--- src/rtl/dmem_mmio_bridge.sv ---
// ----------------------------------------------------------------------------
// dmem_mmio_bridge
// Sits on the processor data-memory port. Each word access is routed to the
// synchronous data RAM, to a small MMIO register block (LED, timer, UART TX
// FIFO), or to unmapped space. Loads have one cycle of latency.
//
// Ports:
//   clock, reset          master clock, asynchronous active-low reset
//   address_dmem, data,   processor word address, store data, store enable
//   wren
//   q_dmem                load data (valid one cycle after the address)
//   ram_address/data/wren request to the external synchronous RAM
//   ram_q                 RAM read data (one cycle after ram_address)
//   led                   LED register
//   tx_data, tx_valid,    UART TX FIFO head and valid/ready drain handshake
//   tx_ready
//   irq_timer             timer interrupt (match & irq_en)
// ----------------------------------------------------------------------------
module dmem_mmio_bridge #(
    parameter int          RAM_AWIDTH = 12,
    parameter logic [31:0] MMIO_BASE  = 32'h0000_F000,
    parameter int          TX_DEPTH   = 8
) (
    input  logic                  clock,
    input  logic                  reset,
    input  logic [31:0]           address_dmem,
    input  logic [31:0]           data,
    input  logic                  wren,
    output logic [31:0]           q_dmem,
    output logic [RAM_AWIDTH-1:0] ram_address,
    output logic [31:0]           ram_data,
    output logic                  ram_wren,
    input  logic [31:0]           ram_q,
    output logic [15:0]           led,
    output logic [7:0]            tx_data,
    output logic                  tx_valid,
    input  logic                  tx_ready,
    output logic                  irq_timer
);

    localparam int PTR_W = $clog2(TX_DEPTH);
    localparam int CNT_W = PTR_W + 1;
    localparam logic [PTR_W-1:0] PTR_ONE  = PTR_W'(1'b1);
    localparam logic [CNT_W-1:0] CNT_ONE  = CNT_W'(1'b1);
    localparam logic [CNT_W-1:0] CNT_FULL = CNT_W'(TX_DEPTH);

    localparam logic [3:0] OFF_LED   = 4'd0;
    localparam logic [3:0] OFF_CNT   = 4'd1;
    localparam logic [3:0] OFF_CMP   = 4'd2;
    localparam logic [3:0] OFF_CTRL  = 4'd3;
    localparam logic [3:0] OFF_STAT  = 4'd4;
    localparam logic [3:0] OFF_TX    = 4'd5;
    localparam logic [3:0] OFF_USTAT = 4'd6;

    // Registers
    logic [15:0]      r_led;
    logic [31:0]      r_cnt;
    logic [31:0]      r_cmp;
    logic [2:0]       r_ctrl;
    logic             r_match;
    logic [7:0]       r_fifo [TX_DEPTH];
    logic [PTR_W-1:0] r_head;
    logic [PTR_W-1:0] r_tail;
    logic [CNT_W-1:0] r_count;
    logic             r_ovf;
    logic             r_rd_ram;
    logic [31:0]      r_rd_reg;

    // Wires
    logic        w_sel_ram;
    logic        w_sel_mmio;
    logic [3:0]  w_off;
    logic        w_wr_mmio;
    logic        w_match_now;
    logic        w_empty;
    logic        w_full;
    logic        w_pop;
    logic        w_push_req;
    logic        w_push_ok;
    logic [3:0]  w_cnt4;
    logic [31:0] w_rd_mmio;

    assign w_sel_ram   = (address_dmem[31:RAM_AWIDTH] == {(32-RAM_AWIDTH){1'b0}});
    assign w_sel_mmio  = (address_dmem[31:4] == MMIO_BASE[31:4]);
    assign w_off       = address_dmem[3:0];
    assign w_wr_mmio   = wren & w_sel_mmio;

    assign ram_address = address_dmem[RAM_AWIDTH-1:0];
    assign ram_data    = data;
    assign ram_wren    = wren & w_sel_ram;

    assign w_match_now = r_ctrl[0] && (r_cnt == r_cmp);

    assign w_empty     = (r_count == {CNT_W{1'b0}});
    assign w_full      = (r_count == CNT_FULL);
    assign w_pop       = ~w_empty & tx_ready;
    assign w_push_req  = w_wr_mmio && (w_off == OFF_TX);
    // A push into a full FIFO still fits when the head leaves in the same cycle.
    assign w_push_ok   = w_push_req && (!w_full || w_pop);
    assign w_cnt4      = 4'(r_count);

    assign led         = r_led;
    assign tx_valid    = ~w_empty;
    assign tx_data     = w_empty ? 8'h00 : r_fifo[r_head];
    assign irq_timer   = r_match & r_ctrl[1];
    assign q_dmem      = r_rd_ram ? ram_q : r_rd_reg;

    // MMIO read mux, built from pre-write register state
    always_comb begin
        w_rd_mmio = 32'h0000_0000;
        case (w_off)
            OFF_LED:   w_rd_mmio = {16'h0000, r_led};
            OFF_CNT:   w_rd_mmio = r_cnt;
            OFF_CMP:   w_rd_mmio = r_cmp;
            OFF_CTRL:  w_rd_mmio = {29'h0000_0000, r_ctrl};
            OFF_STAT:  w_rd_mmio = {31'h0000_0000, r_match};
            OFF_USTAT: w_rd_mmio = {24'h00_0000, w_cnt4, 1'b0, r_ovf, w_full, w_empty};
            default:   w_rd_mmio = 32'h0000_0000;
        endcase
    end

    // Load pipeline: remember the target and the register value for next cycle
    always_ff @(posedge clock or negedge reset) begin
        if (!reset) begin
            r_rd_ram <= 1'b0;
            r_rd_reg <= 32'h0000_0000;
        end else begin
            r_rd_ram <= w_sel_ram;
            r_rd_reg <= w_sel_mmio ? w_rd_mmio : 32'h0000_0000;
        end
    end

    // LED, compare and control registers
    always_ff @(posedge clock or negedge reset) begin
        if (!reset) begin
            r_led  <= 16'h0000;
            r_cmp  <= 32'h0000_0000;
            r_ctrl <= 3'b000;
        end else begin
            if (w_wr_mmio && (w_off == OFF_LED))  r_led  <= data[15:0];
            if (w_wr_mmio && (w_off == OFF_CMP))  r_cmp  <= data;
            if (w_wr_mmio && (w_off == OFF_CTRL)) r_ctrl <= data[2:0];
        end
    end

    // Timer counter and sticky match flag; a match set beats a W1C clear
    always_ff @(posedge clock or negedge reset) begin
        if (!reset) begin
            r_cnt   <= 32'h0000_0000;
            r_match <= 1'b0;
        end else begin
            if (w_wr_mmio && (w_off == OFF_CNT)) begin
                r_cnt <= data;
            end else if (r_ctrl[0]) begin
                r_cnt <= (w_match_now && r_ctrl[2]) ? 32'h0000_0000 : r_cnt + 32'h0000_0001;
            end
            if (w_match_now) begin
                r_match <= 1'b1;
            end else if (w_wr_mmio && (w_off == OFF_STAT) && data[0]) begin
                r_match <= 1'b0;
            end
        end
    end

    // UART TX FIFO storage, pointers, occupancy and sticky overflow
    always_ff @(posedge clock or negedge reset) begin
        if (!reset) begin
            for (int i = 0; i < TX_DEPTH; i++) begin
                r_fifo[i] <= 8'h00;
            end
            r_head  <= {PTR_W{1'b0}};
            r_tail  <= {PTR_W{1'b0}};
            r_count <= {CNT_W{1'b0}};
            r_ovf   <= 1'b0;
        end else begin
            if (w_push_ok) begin
                r_fifo[r_tail] <= data[7:0];
                r_tail         <= r_tail + PTR_ONE;
            end
            if (w_pop) begin
                r_head <= r_head + PTR_ONE;
            end
            case ({w_push_ok, w_pop})
                2'b10:   r_count <= r_count + CNT_ONE;
                2'b01:   r_count <= r_count - CNT_ONE;
                default: r_count <= r_count;
            endcase
            if (w_push_req && !w_push_ok) begin
                r_ovf <= 1'b1;
            end else if (w_wr_mmio && (w_off == OFF_USTAT)) begin
                r_ovf <= 1'b0;
            end
        end
    end

endmodule

--- config.mk ---
export PLATFORM = sky130hd
export DESIGN_NAME = dmem_mmio_bridge
export DESIGN_NICKNAME = d
export VERILOG_FILES = /design/src/rtl/dmem_mmio_bridge.sv
export SDC_FILE = /design/constraint.sdc
export NUM_CORES = 1
export LEC_CHECK = 0
export CORE_MARGIN = 2
export CORE_UTILIZATION = 45
export CTS_CLUSTER_SIZE = 24
export DETAILED_ROUTE_END_ITERATION = 6
export PLACE_DENSITY_LB_ADDON = 0.3
export SETUP_SLACK_MARGIN = 0.2
export SLEW_MARGIN = 30
export SYNTH_ARGS = -nofsm -noshare
export SYNTH_HDL_FRONTEND = slang
export SYNTH_SLANG_ARGS = --single-unit
export TNS_END_PERCENT = 100
--- constraint.sdc ---
create_clock -name clock -period 5.9 [get_ports clock]
set_input_delay 1.475 -clock clock [delete_from_list [all_inputs] [get_ports clock]]
set_output_delay 1.475 -clock clock [all_outputs]
set_load 0.1 [all_outputs]
==> results.ini, run 1 <==
[status]
run_status = complete, no violations

[synth]
synth_top_area_share_pct = 46.2
syn-instance-count = 902
async_reset_ff_share_pct = 100
ys_ff_latch = 192
yosys_warnings = 0
avgSynthCellArea_sq_um = 11.5
synth-seq-area-share_pct = 46.2
synth_nets = 1008
yosysMostFrequentCell = dfrtp_1
synth_ff_type = dfrtp_1
synth_cell_types = 60
netlist.top_cell.by_area = dfrtp_1
synth_common_cells = dfrtp_1 (192), mux2_2 (135), nor2_1 (71)
synth_area_sq_um = 10400
ys_top_cells_by_area = dfrtp_1 (46%), mux2_2 (15%), mux4_2 (3.7%), buf_4 (3.2%), xnor2_1 (3.0%)
synth-edff-count = 0

[cells_and_area]
regMostFlops = r_fifo
area_delta_synth_final_pct = 22.7
fin_util_pct = 56.3
drive_gt1_share_pct = 28.6
largest_reg_flops = 64
finalInstanceArea_sq_um = 12800
diodes = 0
fin_cells = 1330
layout.nets = 1138

[power_and_ir_drop]
p_sw_share_pct = 30.1
p_switching_mw = 0.907
p_int_mw = 2.11
power.share.clock_pct = 36.0
power_mw = 3.02
pwr-share-seq_pct = 47.9
p_leak_nw = 5.51
power_density_nw_per_um2 = 237
vdd_ir_drop_max_v = 0.000157
power_frac_comb_pct = 16.1

[timing]
drv_slew = 0
fin_setup_tns_ns = 0
final-setup-viol-count = 0
maxSlewHeadroom_pct = 30.5
layout_setup_ws_ns = 1.13
timing.final.crit_share_pct = 80.9
period_minus_slack_ns = 4.77
rsz0062_at_grt = no
hold_violations = 0
whs_ns = 0.504
tightest_slew_ns = 1.04
clock_skew_ns = 0.00861
fmax_mhz = 209

[detailed_routing]
drc = 0
vias = 7522
firstDrtPassIters = 5
wl_per_cell_microns = 19.8
via_per_inst = 5.66
routed_wl_microns = 26300
postRouteAntennaNets = 0
drt_iter0_markers = 608

[worst_setup_path]
cp_num_buf_inv = 2
crit_slowest_cell = clkdlybuf4s50_1
critPathCaptureType = output port
start_kind = register
cpPeakStageDelay_ns = 0.96
critical_path.top_delay_family = buffers and inverters
path_class = reg2out
cp_data_arrival_time_ns = 3.30
cp_max_fo = 12
required_ns = 4.43
path_cells = buf_4 > mux4_2 > mux2i_1 > nor2_1 > clkdlybuf4s50_1

[clock_network]
clk_path_buf_depth = 2
clock_latency_ns = 0.44
holdBufCountCts = 0
cts_setup_buffers = 0
cts.clk_slew.worst_paths_ns = 0.07
cts-root-buf = clkbuf_16
cts_resized = 0
numCtsBuffers = 17
tritoncts = done
htree_levels = 4
clock-sinks = 192

[floorplan]
start_util_pct = 45.9
rows = 55
ios = 203
die_area_sq_um = 24300
die_w_microns = 156
die_h_microns = 156
core-area_sq_um = 22600

[global_routing]
grt_pass1_vias = 7501
grt_usage_pct = 21.8
overflow = 0
grt_pass1_wl_microns = 41200
grt_max_degree = 112
antenna_found_initial = 0

[flow_run]
maxCapViolCount = 0

[min_path]
hp-class = reg2reg

[placement]
routabilityCongestion = 0.905
port_buffers = 202
dp.final_hpwl_microns = 18600
dp_cells = 1297
place_ws_ns = 1.25
place_area_sq_um = 12200

## power groups by stage
stage | sequential [mW] | clock [mW] | combinational (mW)
global route | 1.45 | 1.16 | 0.518
detailed placement | 1.47 | 0 | 0.487
CTS | 1.45 | 1.11 | 0.488
floorplan | 1.38 | 0 | 0.397
global placement | 1.47 | 0 | 0.481
finish | 1.45 | 1.09 | 0.485
## worst reg2reg max path: cells and delay by family (launching register included)
family | cells | cell delay (ns)
AND/OR/NAND/NOR | 3 | 0.71
XOR/XNOR | 3 | 0.41
AO/OA/AOI/OAI | 2 | 0.44
buffers and inverters | 1 | 0.08
flip-flops | 1 | 0.47
adder cells (fa/ha/maj) | 2 | 0.46
## layout by cell type, fill, tap and decap left out, drive strengths merged, types with 11 or more instances in the layout
cell type and instances:
dfrtp 192, xor2 33, nand2 64, nand4 20, clkdlybuf4s50 140, mux4 17
o31ai 25, mux2 151, xnor2 36, nor4 14, buf 76, clkbuf 21
nor2 72, inv 11, nor3 12, mux2i 20, nand3 24, a21oi 19
a22oi 19, o21ai 13
## layout make-up
type	instances	area [sq um]
Multi-Input combinational cell	598	5020
Tap cell	285	357
Sequential cell	192	4800
Clock inverter	12	103
Fill cell	1942	9880
Inverter	6	22.5
Timing Repair Buffer	217	2010
Clock buffer	20	447
## per-layer routing
layer	share of wire [%]	wire length [microns]	vias to the layer above	GRT usage [%]
met2	46	12100	283	33.9
met5	0	0	-	0
met3	7.5	1980	24	4.83
met4	1.3	347	0	5.64
li1	-	-	3445	-
met1	45	11900	3770	31.1
## path summary, 6_finish.rpt
| path | from | endpoint | slack [ns] | depth (start not counted) |
|---|---|---|---|---|
| worst min-delay path | r_fifo[15] | r_fifo[15] | 0.50 | 1 |
| worst min register to register | r_fifo[15] | r_fifo[15] | 0.50 | 1 |
| max in group asynchronous | reset | r_cnt[18] | 3.74 | 3 |
| min in group asynchronous | reset | r_fifo[37] | 0.92 | 1 |
| worst max-delay path | r_head[0] | tx_data[0] | 1.13 | 5 |
| worst max register to register | r_count[1] | r_count[2] | 3.21 | 11 |
## logic make-up (layout without fill, tap and decap cells)
group,after synthesis,after routing,synth area share [%]
buffers and inverters,112,255,5.73
XOR/XNOR,69,69,5.81
adder cells (fa/ha/maj),6,6,0.722
multiplexers,188,188,22.5
AO/OA/AOI/OAI,87,87,5.71
AND/OR/NAND/NOR,248,248,13.3
flip-flops,192,192,46.2
(Power assumes the default switching activity.)
==> run 2, diff against run 1 <==
==> constraint.sdc (replaced) <==
create_clock -name clock -period 4.7 [get_ports clock]
set_input_delay 1.175 -clock clock [delete_from_list [all_inputs] [get_ports clock]]
set_output_delay 1.175 -clock clock [all_outputs]
set_load 0.1 [all_outputs]
==> run 2 against run 1 <==
  * Non-clock buffer count up 5
  * Register-to-register slack got worse by 1.2 ns
  * Sequential power up 23%
  * Power up 32%
==> results.ini, run 2 (synthesis gave the netlist of run 1 again) <==
[worst_setup_path]
start_kind = input port  ; was register
startpoint = address_dmem[26]  ; was r_head[0]
cpPeakStageDelay_ns = 0.48  ; was 0.96 ns
crit_slowest_cell = clkdlybuf4s50_1  ; unchanged
r2r_end = r_fifo[49]  ; was r_count[2]
path_class = in2out  ; was reg2out
regToRegSetupSlack_ns = 2.01  ; was 3.21 ns
crit_end = ram_wren  ; was tx_data[0]
worst-r2r-cell-count = 6  ; was 11
worstReg2RegStart = r_count[1]  ; unchanged
required_ns = 3.52  ; was 4.43 ns
cp_max_fo = 9  ; was 12
critPathCaptureType = output port  ; unchanged
path_cells = clkdlybuf4s50_1 > nor4_4 > nand4_4 > nor3_2 > buf_12  ; was buf_4 > mux4_2 > mux2i_1 > nor2_1 > clkdlybuf4s50_1
cp_data_arrival_time_ns = 2.78  ; was 3.30 ns

[clock_network]
clock-sinks = 192  ; unchanged
cts_resized = 0  ; unchanged
cts_setup_buffers = 0  ; unchanged
cts.clk_slew.worst_paths_ns = 0.07  ; about the same
cts-root-buf = clkbuf_16  ; unchanged
holdBufCountCts = 0  ; unchanged
clock_latency_ns = 0.44  ; about the same
numCtsBuffers = 17  ; unchanged
htree_levels = 4  ; unchanged
clk_path_buf_depth = 2  ; unchanged
tritoncts = done  ; unchanged

[placement]
routabilityCongestion = 0.952  ; was 0.905
dp.final_hpwl_microns = 19000  ; was 18600 microns
port_buffers = 202  ; unchanged
place_area_sq_um = 12200  ; about the same

[cells_and_area]
largest_reg_flops = 64  ; unchanged
final_common_cell = dfrtp_1  ; unchanged
fin_util_pct = 56.8  ; was 56.3%
drive_gt1_share_pct = 31.4  ; was 28.6%
filler_cell_count = 1869  ; was 1942
mostFrequentLayoutCells = dfrtp_1 (192), mux2_2 (135), clkdlybuf4s50_1 (116)  ; was dfrtp_1 (192), clkdlybuf4s50_1 (140), mux2_2 (135)
finalInstanceArea_sq_um = 12900  ; was 12800 sq um
diodes = 0  ; unchanged
area_delta_synth_final_pct = 23.7  ; was 22.7%
regMostFlops = r_fifo  ; unchanged
layout.nets = 1143  ; was 1138

[detailed_routing]
drt_iter0_markers = 536  ; was 608
routed_wl_microns = 26800  ; was 26300 microns
vias = 7499  ; was 7522
firstDrtPassIters = 5  ; unchanged
via_per_inst = 5.63  ; was 5.66
drc = 0  ; unchanged
postRouteAntennaNets = 0  ; unchanged
wl_per_cell_microns = 20.1  ; was 19.8 microns

[floorplan]
die_h_microns = 156  ; unchanged
core-area_sq_um = 22600  ; unchanged
rows = 55  ; unchanged
die_area_sq_um = 24300  ; unchanged
die_w_microns = 156  ; unchanged
start_util_pct = 45.9  ; unchanged
ios = 203  ; unchanged

[timing]
tightest_slew_ns = 0.978  ; was 1.04 ns
rsz0062_at_grt = no  ; unchanged
maxSlewHeadroom_pct = 34.6  ; was 30.5%
timing.final.crit_share_pct = 84.2
whs_ns = 0.503  ; was 0.504 ns
final-setup-viol-count = 0  ; unchanged
fin_setup_tns_ns = 0  ; unchanged
drv_slew = 0  ; unchanged
fmax_mhz = 253
clock_skew_ns = 0.0107  ; was 0.00861 ns
hold_violations = 0  ; unchanged
period_minus_slack_ns = 3.96

[global_routing]
grt_pass1_wl_microns = 41500  ; was 41200 microns
grt_usage_pct = 22.2  ; was 21.8%
grt_pass1_vias = 7398  ; was 7501
grt_max_degree = 120  ; was 112
overflow = 0  ; unchanged
antenna_found_initial = 0  ; unchanged

[min_path]
hp-class = reg2reg  ; unchanged

[power_and_ir_drop]
power_density_nw_per_um2 = 309  ; was 237 nW/um^2
vdd_ir_drop_max_v = 0.000248  ; was 0.000157 V
p_leak_nw = 5.63  ; was 5.51 nW
power_mw = 3.97  ; was 3.02 mW

[status]
run_status = complete, no violations  ; unchanged

[flow_run]
maxCapViolCount = 0  ; unchanged

run 2: how the worst min path moves through the flow:
stage	cells after the start	slack [ns]	to	from
after floorplan	1	0.47	r_fifo[0]	r_fifo[0]
after global placement	1	0.48	r_fifo[51]	r_fifo[51]
after detailed placement	1	0.49	r_fifo[41]	r_fifo[41]
after CTS	1	0.51	r_fifo[39]	r_fifo[39]
after global routing	1	0.52	r_fifo[11]	r_fifo[11]
final	1	0.50	r_fifo[39]	r_fifo[39]
run 2: worst max-delay path: cells and delay by family:
family	cells	cell delay, ns
buffers and inverters	2	0.69
and+or+nand+nor	3	0.91
run 2: per-layer routing:
layer	vias up	track usage, %	part of all wire (%)
li1	3461	-	-
met1	3743	31.4	45
met2	268	35.0	47
met3	27	4.50	6.6
met4	0	5.72	1.4
met5	-	0	0
run 2: final cells by class:
class                      instances  area [sq um]  share of cell area, %
multi-input combinational        598          5020                   39.1
sequential                       192          4800                   37.4
timing repair buffer             222          2030                   15.8
clock buffer                      18           439                   3.41
tap                              285           357                   2.77
clock inverter                    12           181                   1.41
inverter                           6          22.5                  0.175
run 2: through the flow:
step,setup slack [ns],std cells
2_1_floorplan,0.568,902
3_3_place_gp,0.372,1302
3_5_place_dp,0.349,1302
4_1_cts,0.717,1332
5_1_grt,0.573,1333
6_report,0.743,1333
run 2: report_power, final:
| part | internal (mW) | switching (mW) |
|---|---|---|
| clock network | 0.904 | 0.634 |
| logic | 0.264 | 0.380 |
| registers | 1.68 | 0.107 |
